--- config.mk ---
export PLATFORM = sky130hd
export DESIGN_NAME = sync_fifo_prog
export DESIGN_NICKNAME = d
export VERILOG_FILES = /design/src/rtl/fifo_pkg.sv /design/src/rtl/fifo_wrap_ptr.sv /design/src/rtl/sync_fifo_prog.sv
export SDC_FILE = /design/constraint.sdc
export NUM_CORES = 1
export LEC_CHECK = 0
export CAP_MARGIN = 20
export CORE_ASPECT_RATIO = 1.2
export CORE_MARGIN = 1
export CORE_UTILIZATION = 32
export CTS_BUF_LIST = sky130_fd_sc_hd__clkbuf_8
export DETAILED_ROUTE_END_ITERATION = 10
export PLACE_DENSITY = 0.51
export SYNTH_ARGS = -nofsm -noshare
export SYNTH_HDL_FRONTEND = slang
export SYNTH_HIERARCHICAL = 1
export SYNTH_SLANG_ARGS = --single-unit
--- constraint.sdc ---
create_clock -name clk -period 5.4 [get_ports clk]
set_input_delay 1.35 -clock clk [delete_from_list [all_inputs] [get_ports clk]]
set_output_delay 1.35 -clock clk [all_outputs]
set_load 0.005 [all_outputs]
--- src/rtl/fifo_pkg.sv ---
// Shared FIFO definitions: read-port mode encodings and a sizing helper.
package fifo_pkg;

    localparam int FIFO_FWFT = 0;  // first-word-fall-through read port
    localparam int FIFO_REG  = 1;  // registered read port, one-cycle pop latency

    // Width needed to hold an occupancy of 0..depth inclusive.
    function automatic int cnt_width(input int depth);
        return $clog2(depth + 1);
    endfunction

endpackage

--- src/rtl/fifo_wrap_ptr.sv ---
// Pointer register counting 0..DEPTH-1 with an explicit wrap, so any depth works.
module fifo_wrap_ptr #(
    parameter int DEPTH  = 8,
    localparam int ADDR_W = $clog2(DEPTH)
) (
    input  logic              clk,
    input  logic              rst,
    input  logic              clr,
    input  logic              inc,
    output logic [ADDR_W-1:0] ptr
);

    logic [ADDR_W-1:0] ptr_d, ptr_q;

    // Clear wins over increment; the last slot wraps straight back to zero.
    always_comb begin
        ptr_d = ptr_q;
        if (clr)
            ptr_d = '0;
        else if (inc)
            ptr_d = (ptr_q == ADDR_W'(DEPTH - 1)) ? '0 : ptr_q + 1'b1;
    end

    // Pointer state with synchronous active-low reset.
    always_ff @(posedge clk) begin
        if (!rst) ptr_q <= '0;
        else      ptr_q <= ptr_d;
    end

    assign ptr = ptr_q;

endmodule

--- src/rtl/sync_fifo_prog.sv ---
// Single-clock FIFO with arbitrary depth, occupancy count, runtime thresholds,
// FWFT or registered read port, synchronous flush and sticky error flags.
module sync_fifo_prog import fifo_pkg::*; #(
    parameter int DATA_SIZE = 32,
    parameter int FIFO_SIZE = 8,
    parameter int OUT_MODE  = FIFO_FWFT,
    localparam int CNT_W     = cnt_width(FIFO_SIZE),
    localparam int ADD_WIDTH = $clog2(FIFO_SIZE)
) (
    input  logic                 clk,
    input  logic                 rst,
    input  logic [DATA_SIZE-1:0] data_in,
    input  logic                 push,
    input  logic                 pop,
    input  logic                 flush,
    input  logic [CNT_W-1:0]     af_thresh,
    input  logic [CNT_W-1:0]     ae_thresh,
    output logic [DATA_SIZE-1:0] data_out,
    output logic                 data_valid,
    output logic [CNT_W-1:0]     count,
    output logic                 empty,
    output logic                 full,
    output logic                 almost_empty,
    output logic                 almost_full,
    output logic                 overflow,
    output logic                 underflow
);

    logic [DATA_SIZE-1:0] mem_q [FIFO_SIZE];
    logic [ADD_WIDTH-1:0] wr_ptr, rd_ptr;
    logic [CNT_W-1:0]     count_d, count_q;
    logic                 ovf_d, ovf_q, udf_d, udf_q;
    logic                 wr_acc, pop_acc;

    assign empty = (count_q == '0);
    assign full  = (count_q == CNT_W'(FIFO_SIZE));

    // Accept decisions; a pop on a full FIFO frees the slot the push needs.
    assign pop_acc = pop & ~empty & ~flush;
    assign wr_acc  = push & ~flush & (~full | pop_acc);

    fifo_wrap_ptr #(.DEPTH(FIFO_SIZE)) u_wr_ptr (
        .clk (clk), .rst (rst), .clr (flush), .inc (wr_acc), .ptr (wr_ptr)
    );

    fifo_wrap_ptr #(.DEPTH(FIFO_SIZE)) u_rd_ptr (
        .clk (clk), .rst (rst), .clr (flush), .inc (pop_acc), .ptr (rd_ptr)
    );

    // Storage is written only on an accepted push; contents survive reset.
    always_ff @(posedge clk) begin
        if (wr_acc) mem_q[wr_ptr] <= data_in;
    end

    // Occupancy and sticky error next-state; flush clears everything.
    always_comb begin
        count_d = count_q;
        ovf_d   = ovf_q;
        udf_d   = udf_q;
        if (flush) begin
            count_d = '0;
            ovf_d   = 1'b0;
            udf_d   = 1'b0;
        end else begin
            case ({wr_acc, pop_acc})
                2'b10:   count_d = count_q + 1'b1;
                2'b01:   count_d = count_q - 1'b1;
                default: count_d = count_q;
            endcase
            if (push & full & ~pop_acc) ovf_d = 1'b1;
            if (pop & empty)            udf_d = 1'b1;
        end
    end

    // Control state registers.
    always_ff @(posedge clk) begin
        if (!rst) begin
            count_q <= '0;
            ovf_q   <= 1'b0;
            udf_q   <= 1'b0;
        end else begin
            count_q <= count_d;
            ovf_q   <= ovf_d;
            udf_q   <= udf_d;
        end
    end

    assign count        = count_q;
    assign overflow     = ovf_q;
    assign underflow    = udf_q;
    assign almost_empty = (count_q <= ae_thresh);
    assign almost_full  = (count_q >= af_thresh);

    generate
        if (OUT_MODE == FIFO_REG) begin : g_reg
            logic [DATA_SIZE-1:0] dout_d, dout_q;
            logic                 dv_d, dv_q;

            // Capture the head on each accepted pop; valid lasts one cycle.
            always_comb begin
                dout_d = dout_q;
                dv_d   = 1'b0;
                if (pop_acc) begin
                    dout_d = mem_q[rd_ptr];
                    dv_d   = 1'b1;
                end
            end

            // Registered read port.
            always_ff @(posedge clk) begin
                if (!rst) begin
                    dout_q <= '0;
                    dv_q   <= 1'b0;
                end else begin
                    dout_q <= dout_d;
                    dv_q   <= dv_d;
                end
            end

            assign data_out   = dout_q;
            assign data_valid = dv_q;
        end else begin : g_fwft
            // Head is presented directly; masked to zero while empty so reset shows 0.
            assign data_out   = empty ? '0 : mem_q[rd_ptr];
            assign data_valid = ~empty;
        end
    endgenerate

endmodule
---- Yosys cells after proc, flatten, opt, wreduce, memory -nomap -nowiden ----
Memories as Yosys holds them, arrays and structs flattened. A register that Yosys moved wholly into a read port is not among the register bits.
Index checks and enable logic that the tools add are counted.
word-level totals
  register bits after elaboration ......... 12
  RAM bits ................................ 256
  bits of input ports ..................... 45
  output and inout port bits .............. 43
  word-level logic and storage cells ...... 41
  memories ................................ 1
cells by class
  add/sub/neg operators ................... 4
  order comparisons ....................... 2
  equal/unequal tests ..................... 5
  muxes and demuxes ....................... 8
  bitwise gates (word level) .............. 13
  reduce and logical (&&, ||, !) cells .... 3
memories
  name   words  bits a word  read ports  clocked after Yosys merged registers in  write ports  line                  text
  mem_q  8      32           1           1                                        1            sync_fifo_prog.sv:29  logic [DATA_SIZE-1:0] mem_q [FIFO_SIZE];
operators with widths
  cell                 count
  $mux 32              1
  $mux 3               4
  $pmux 4 s2           1
  $and 1x1->1          7
  $add 3x1->3 const B  2
  $eq 3x3->1 const B   2
  $not 1->1            5
  $add 4x1->4 const B  1
  $eq 4x4->1 const B   1
  $ge 4x4->1           1
  $le 4x4->1           1
  $logic_not 4->1      1
  $sub 4x1->4 const B  1
  $eq 2x1->1 const B   1
  $eq 2x2->1 const B   1
  $mux 1               2
  $reduce_bool 2->1    1
  $reduce_or 2->1      1
  $or 1x1->1           1

---- Depth between registers and ports, before layout ----
Gate-level depths: netlist (run 1).
  depth after elaboration ................. 8
  mapped depth ............................ 8
  gate-level depth less buffers ........... 8

---- Modules after synthesis ----
The synthesis (run 1) kept the hierarchy.
modules (own cells, without submodules)
  module          instances  cells each  area each (µm²)  sequential area each (µm²)
  sync_fifo_prog  1          498         10373.7          7807.5
  fifo_wrap_ptr   2          14          147.6            60.1

---- Least setup slack after synthesis (run 1) ----
No wires, ideal clock.
  path kind ............................... input-to-reg
  start point ............................. in push
  end point ............................... mem mem_q[1][0], enable pin
  library setup time ...................... 0.461 ns
  data arrival time ....................... 4.513 ns
  required time ........................... 4.939 ns
  slack ................................... 0.426 ns
  stages on the path ...................... 5
  buffers on the path ..................... 1
  path through ............................ buf_2 > inv_1 > a311oi_1 > nand2_1 > nor3_1
between the ends
  word-level cells in the longest chain between the ends .. 4
RTL lines
  what                          line                  text
  start: declaration            sync_fifo_prog.sv:13  input logic push,
  $and 1x1->1 (2 in a row)      sync_fifo_prog.sv:40  assign wr_acc = push & ~flush & (~full | pop_acc);
  via wr_acc                    sync_fifo_prog.sv:33  logic wr_acc, pop_acc;
  $mux 1                        sync_fifo_prog.sv:52  if (wr_acc) mem_q[wr_ptr] <= data_in;
  $mux 1 (implied by the code)  sync_fifo_prog.sv:52
  end: declaration              sync_fifo_prog.sv:29
The timed path passes the listed nets, and every way through them passes these cells.

---- Final worst setup path (run 1) ----
  start point ............................. in ae_thresh[1]
  end point ............................... out almost_empty
between the ends
  word-level cells in the longest chain between the ends .. 1
RTL lines
  what                line                  text
  start: declaration  sync_fifo_prog.sv:17  input logic [CNT_W-1:0] ae_thresh,
  $le 4x4->1          sync_fifo_prog.sv:91  assign almost_empty = (count_q <= ae_thresh);
  end: declaration    sync_fifo_prog.sv:23  output logic almost_empty,
Every way passes these cells.

==> summary.txt, run 1 <==
Status -> complete, no violations
Buf/Inv on CP -> 3
Post-synth cell types -> 37
# IOs -> 88
Num CTS Buffers -> 46
Cell leakage power -> 4.09 nW
Yosys reg bits -> 268
Gr usage total -> 0.136
Crit Path Class -> in -> out
Synthesized area -> 10700 um2
Final setup fails -> 0
First-pass GRT wire length -> 34600 um
Postcts setup bufs -> 0
Switching share of power -> 0.215
Most common cell in the synthesized netlist -> edfxtp_1
Final Skew -> 0.0443 ns
Die Wd -> 169 um
Max Fclk -> 215 MHz
Cell taking the most area after synthesis -> edfxtp_1
Die span in y -> 202 um
Worst-case reg-to-reg path depth -> 9
Psw -> 0.882 mW
Max_slew headroom -> 0.295
Number of DRC markers in iteration 0 -> 288
Post-CTS Hold Buffers -> 0
Post-Syn Instances -> 526
Largest stage delay, worst path -> 0.53 ns
Clk slew on worst S/H paths -> 0.06 ns
DP Wirelength -> 13100 um
Syn Area/Cell -> 20.3 um2
Fin util -> 0.401
Average wire per standard cell -> 20.0 um
Tmin final -> 4.66 ns
Vias in the first global route -> 5999
Area growth syn-to-layout -> 22.3%
Min-Delay Path Class -> reg -> reg
Combinational Power Share -> 0.042
Hold depth -> 2
Critical Path RT -> 4.05 ns
Commonest cells in the netlist -> edfxtp_1 (256), mux4_2 (64), nor2_1 (48)
H-tree depth -> 2
Final number of hold-violating endpoints -> 0
Net count, final -> 714
Die ar. -> 34100 um2
# rows -> 72
CP top delay family -> buffers and inverters
CP max stage cell -> clkdlybuf4s50_1
Cell Area, Placed -> 12200 um2
RD Place Congestion -> 0.725
Max clock buf depth -> 3
Ys Warns -> 6
Reg power frac -> 0.560
Post-route cell area -> 13000 um2
Post-CTS Resized -> 0
P per Cell Area -> 315 nW/um2
Syn Nets -> 586
Dominant synthesized flop cell -> edfxtp_1
Initial antenna violation count -> 1
Max-cap violation count -> 0
Startpoint type of the worst setup path -> input port
Final slew viol count -> 0
Seq/Total Area, Yosys -> 0.743
Worst vdd ir -> 0.160 mV
CTS tree -> yes
Element type at the critical path end -> output port
Final Total Pwr -> 4.11 mW
Pin count of the biggest net entering global routing -> 67
CTS sink count -> 268
Crit Path Max Fanout -> 2
Period utilization -> 0.862
Core area -> 32500 um2
Clock power frac -> 0.398
Number of diodes -> 0
Grt ovf -> 0
Synth top area cells -> edfxtp_1 (72%), mux4_2 (14%), mux2i_1 (3.4%)
Post-route ant nets -> 0
Setup TNS -> 0 ns
Crit path cell chain -> clkdlybuf4s50_1 -> inv_1 -> ha_1 -> nor2b_1 -> o21a_1 -> o21a_1 -> o21ai_0 -> clkdlybuf4s50_1
Initial Util -> 0.328
Vias/cell -> 4.78
Critical path arrival -> 3.31 ns
Worst slew pin tran -> 1.06 ns
Routed via count -> 5407
Layout cells sized above 1 -> 0.217
Post-synth EDFFs -> 256
I/O Buffers -> 87
Final wirelength -> 22700 um
Internal -> 3.23 mW
Drt drc -> 0
Post-synth ARST share -> 0
Clk_lat worst skew -> 0.58 ns
Pre-Repair DR Iteration Count -> 4
Critical Path Stages -> 8
Yosys top cell area share -> 0.721
Clock root cell -> clkbuf_8
RSZ-0062 raised after global routing -> no
==> cell type report <==
cell class / count / area [um2]
inverter: 12 / 45.0
timing repair buffer: 104 / 1050
multi-input combinational: 222 / 2650
clock inverter: 36 / 184
fill: 2945 / 19500
tap: 444 / 556
sequential: 268 / 7940
clock buffer: 46 / 633
==> metal layers <==
layer	part of all wire	vias up	global-route usage
li1	-	2395	-
met1	0.41	2843	0.157
met2	0.52	119	0.244
met3	0.041	48	0.0302
met4	0.025	2	0.0532
met5	0.00062	-	0
==> cell families (layout without fill, tap and decap cells) <==
group / count (synthesis) / count (layout) / share of synthesized area
adders and majority gates: 15 / 15 / 0.0183
DFF: 268 / 268 / 0.743
xor gates and xnor gates: 3 / 3 / 0.00246
muxes: 100 / 100 / 0.169
AOI/OAI and AO/OA: 20 / 20 / 0.0156
and+or+nand+nor: 84 / 84 / 0.0372
buffers and inverters: 36 / 198 / 0.0145
==> layout by cell type (no fill, tap or decap), types with 2 or more instances in the layout <==
master / synthesis / layout
a2111oi_0: 2 / 2
a21o_1: 3 / 3
a21oi_1: 4 / 4
a21oi_2: 2 / 2
a311oi_1: 2 / 2
and2_1: 2 / 2
buf_12: 0 / 4
buf_4: 1 / 13
clkbuf_8: 0 / 46
clkdlybuf4s50_1: 0 / 87
clkinv_1: 0 / 12
dfxtp_1: 12 / 9
dfxtp_4: 0 / 2
edfxtp_1: 256 / 256
ha_1: 14 / 14
inv_1: 12 / 30
mux2i_1: 36 / 36
mux4_2: 64 / 64
nand2_1: 5 / 5
nand2b_1: 13 / 13
nand3b_1: 2 / 2
nand4_1: 2 / 2
nor2_1: 48 / 42
nor2_4: 0 / 7
nor3_1: 4 / 2
nor3_2: 0 / 2
o21a_1: 2 / 2
or3b_1: 2 / 2
xnor2_1: 3 / 3
==> path summary, 6_finish.rpt <==
path	start	end	slack [ns]
setup / recovery	ae_thresh[1]	almost_empty	0.74
hold / removal	underflow	underflow	0.47
setup reg to reg	count[2]	count[3]	2.16
hold reg to reg	underflow	underflow	0.47
==> state kept, by name, indices dropped and copies added, names as in the netlist <==
register      cells
mem_q           256
count             4
u_rd_ptr/ptr      3
u_wr_ptr/ptr      3
overflow          1
underflow         1
==> worst min-delay path, delay by kind of cell (launching register included) <==
family | cells | cell delay, ns
flops | 1 | 0.33
simple gates | 1 | 0.07
compound gates | 1 | 0.04
==> per-stage QoR <==
stage | worst slack [ns] | instances | hold WS (ns)
floorplan | 0.426 | 526 | 0.459
global placement | 0.785 | 1050 | 0.458
detailed placement | 0.716 | 1050 | 0.466
CTS | 0.666 | 1132 | 0.481
global route | 0.533 | 1132 | 0.528
finish | 0.745 | 1132 | 0.474
==> power by group through the flow <==
stage,Combinational (mW),Clock [mW],Sequential [mW]
3_5_place_dp,0.178,0,2.34
4_1_cts,0.178,1.70,2.30
5_1_grt,0.191,1.78,2.30
2_1_floorplan,0.0684,0,2.34
6_report,0.174,1.63,2.30
3_3_place_gp,0.172,0,2.34
Power figures use the tool's default switching activity.
==> run 2, diff against run 1 <==
CORE_UTILIZATION = 60   (was 32)
PLACE_DENSITY = 0.84   (was 0.51)
REMOVE_ABC_BUFFERS = 1   (was unset)
==> summary.txt, run 2 (synthesis results as in run 1) <==
Status -> complete, no violations
Final slew viol count -> 0
# rows -> 53
DP Wirelength -> 12300 um
Combinational Power Share -> 0.044
Post-CTS Resized -> 0
Number of diodes -> 0
Largest stage delay, worst path -> 0.51 ns
CP top delay family -> buffers and inverters
Num CTS Buffers -> 39
Period utilization -> 0.858
Worst-case reg-to-reg path depth -> 9
RD Place Congestion -> 0.842
Crit Path Max Fanout -> 2
# IOs -> 88
Post-CTS Hold Buffers -> 0
Die ar. -> 18300 um2
Max-cap violation count -> 0
Area growth syn-to-layout -> 19.1%
Critical path arrival -> 3.28 ns
Tmin final -> 4.63 ns
Final wirelength -> 20300 um
Post-route ant nets -> 0
Initial Util -> 0.612
Pin count of the biggest net entering global routing -> 38
Initial antenna violation count -> 0
Crit path cell chain -> clkdlybuf4s50_1 -> inv_1 -> ha_1 -> nor2b_1 -> o21a_1 -> o21a_1 -> o21ai_0 -> clkdlybuf4s50_1
Grt ovf -> 0
Element type at the critical path end -> output port
Buf/Inv on CP -> 3
R2r endpoint -> count[3]
Post-route cell area -> 12700 um2
Switching share of power -> 0.200
FF-to-FF Start -> count[2]
P per Cell Area -> 317 nW/um2
Pre-Repair DR Iteration Count -> 5
Most common cell after layout, fill and taps aside -> edfxtp_1
Clock power frac -> 0.386
CP max stage cell -> clkdlybuf4s50_1
Hold depth -> 2
Reg power frac -> 0.570
Psw -> 0.806 mW
Setup TNS -> 0 ns
Vias in the first global route -> 5818
Flop-to-flop setup slack -> 2.31 ns
H-tree depth -> 2
Die Wd -> 124 um
Commonest non-fill, non-tap cells in the layout -> edfxtp_1 (256), clkdlybuf4s50_1 (87), mux4_2 (64), clkbuf_8 (44), nor2_1 (42)
Postcts setup bufs -> 0
Core area -> 17400 um2
Final Skew -> 0.0260 ns
Vias/cell -> 5.99
Routed via count -> 5360
Max reg flops -> 256
Biggest register -> mem_q
Drt drc -> 0
CTS tree -> yes
Final number of hold-violating endpoints -> 0
Worst slew pin tran -> 0.917 ns
Clock root cell -> clkbuf_8
Max_slew headroom -> 0.389
Internal -> 3.23 mW
First-pass GRT wire length -> 31000 um
Critical Path RT -> 4.05 ns
Number of DRC markers in iteration 0 -> 364
Hold_sp -> underflow
Die span in y -> 148 um
Clk slew on worst S/H paths -> 0.06 ns
Final setup fails -> 0
Clk_lat worst skew -> 0.52 ns
Gr usage total -> 0.234
Worst vdd ir -> 0.243 mV
Min-Delay Path Class -> reg -> reg
Max clock buf depth -> 3
Average wire per standard cell -> 22.7 um
CTS sink count -> 268
Layout cells sized above 1 -> 0.218
Net count, final -> 707
Final Total Pwr -> 4.03 mW
Hold endpoint -> underflow
Cell leakage power -> 4.04 nW
Startpoint type of the worst setup path -> input port
Max Fclk -> 216 MHz
Crit Path Class -> in -> out
I/O Buffers -> 87
Cell Area, Placed -> 11900 um2
RSZ-0062 raised after global routing -> no
[run 2: stage by stage]
stage | setup slack, ns | hold WS, ns | utilization | cells
after floorplan | 0.422 | 0.460 | - | 502
after global placement | 0.816 | 0.461 | 0.683 | 825
after detailed placement | 0.760 | 0.469 | 0.683 | 825
after CTS | 0.758 | 0.484 | 0.727 | 894
after global routing | 0.632 | 0.508 | 0.729 | 895
final | 0.766 | 0.474 | 0.729 | 895
[run 2: cell type report]
cell class              instances  area, um2
flip-flops and latches        268       7930
fillers                       985       4730
multi-input cells             222       2650
repair buffers                104       1040
clock buffers                  44        606
well taps                     220        275
clock inverters                25        160
inverters                      12       45.0
[run 2: power by group through the flow]
| stage | combinational (mW) | clock [mW] | sequential (mW) |
|---|---|---|---|
| after floorplan | 0.0633 | 0 | 2.34 |
| after global placement | 0.166 | 0 | 2.34 |
| after detailed placement | 0.174 | 0 | 2.34 |
| after CTS | 0.175 | 1.58 | 2.30 |
| after global routing | 0.191 | 1.68 | 2.30 |
| final | 0.177 | 1.56 | 2.30 |
[run 2: worst max path at each step]
stage / from / to / slack [ns] / depth (start not counted)
3_3_place_gp: ae_thresh[1] / almost_empty / 0.82 / 8
6_report: ae_thresh[1] / almost_empty / 0.77 / 8
2_1_floorplan: u_rd_ptr/ptr[0] / data_out[0] / 0.42 / 3
4_1_cts: ae_thresh[1] / almost_empty / 0.76 / 8
5_1_grt: ae_thresh[1] / almost_empty / 0.63 / 8
3_5_place_dp: ae_thresh[1] / almost_empty / 0.76 / 8
[run 2: worst min-delay path: cells and delay by family, from the launching register on]
kind / cells / cell delay, ns
and+or+nand+nor: 1 / 0.07
DFF: 1 / 0.33
AOI/OAI and AO/OA: 1 / 0.05
[run 2: routing by layer]
layer / GRT usage / vias up / share of wire
met2: 0.416 / 177 / 0.55
met1: 0.290 / 2781 / 0.38
met3: 0.0387 / 26 / 0.053
li1: - / 2376 / -
met4: 0.0765 / 0 / 0.016
met5: 0 / - / 0
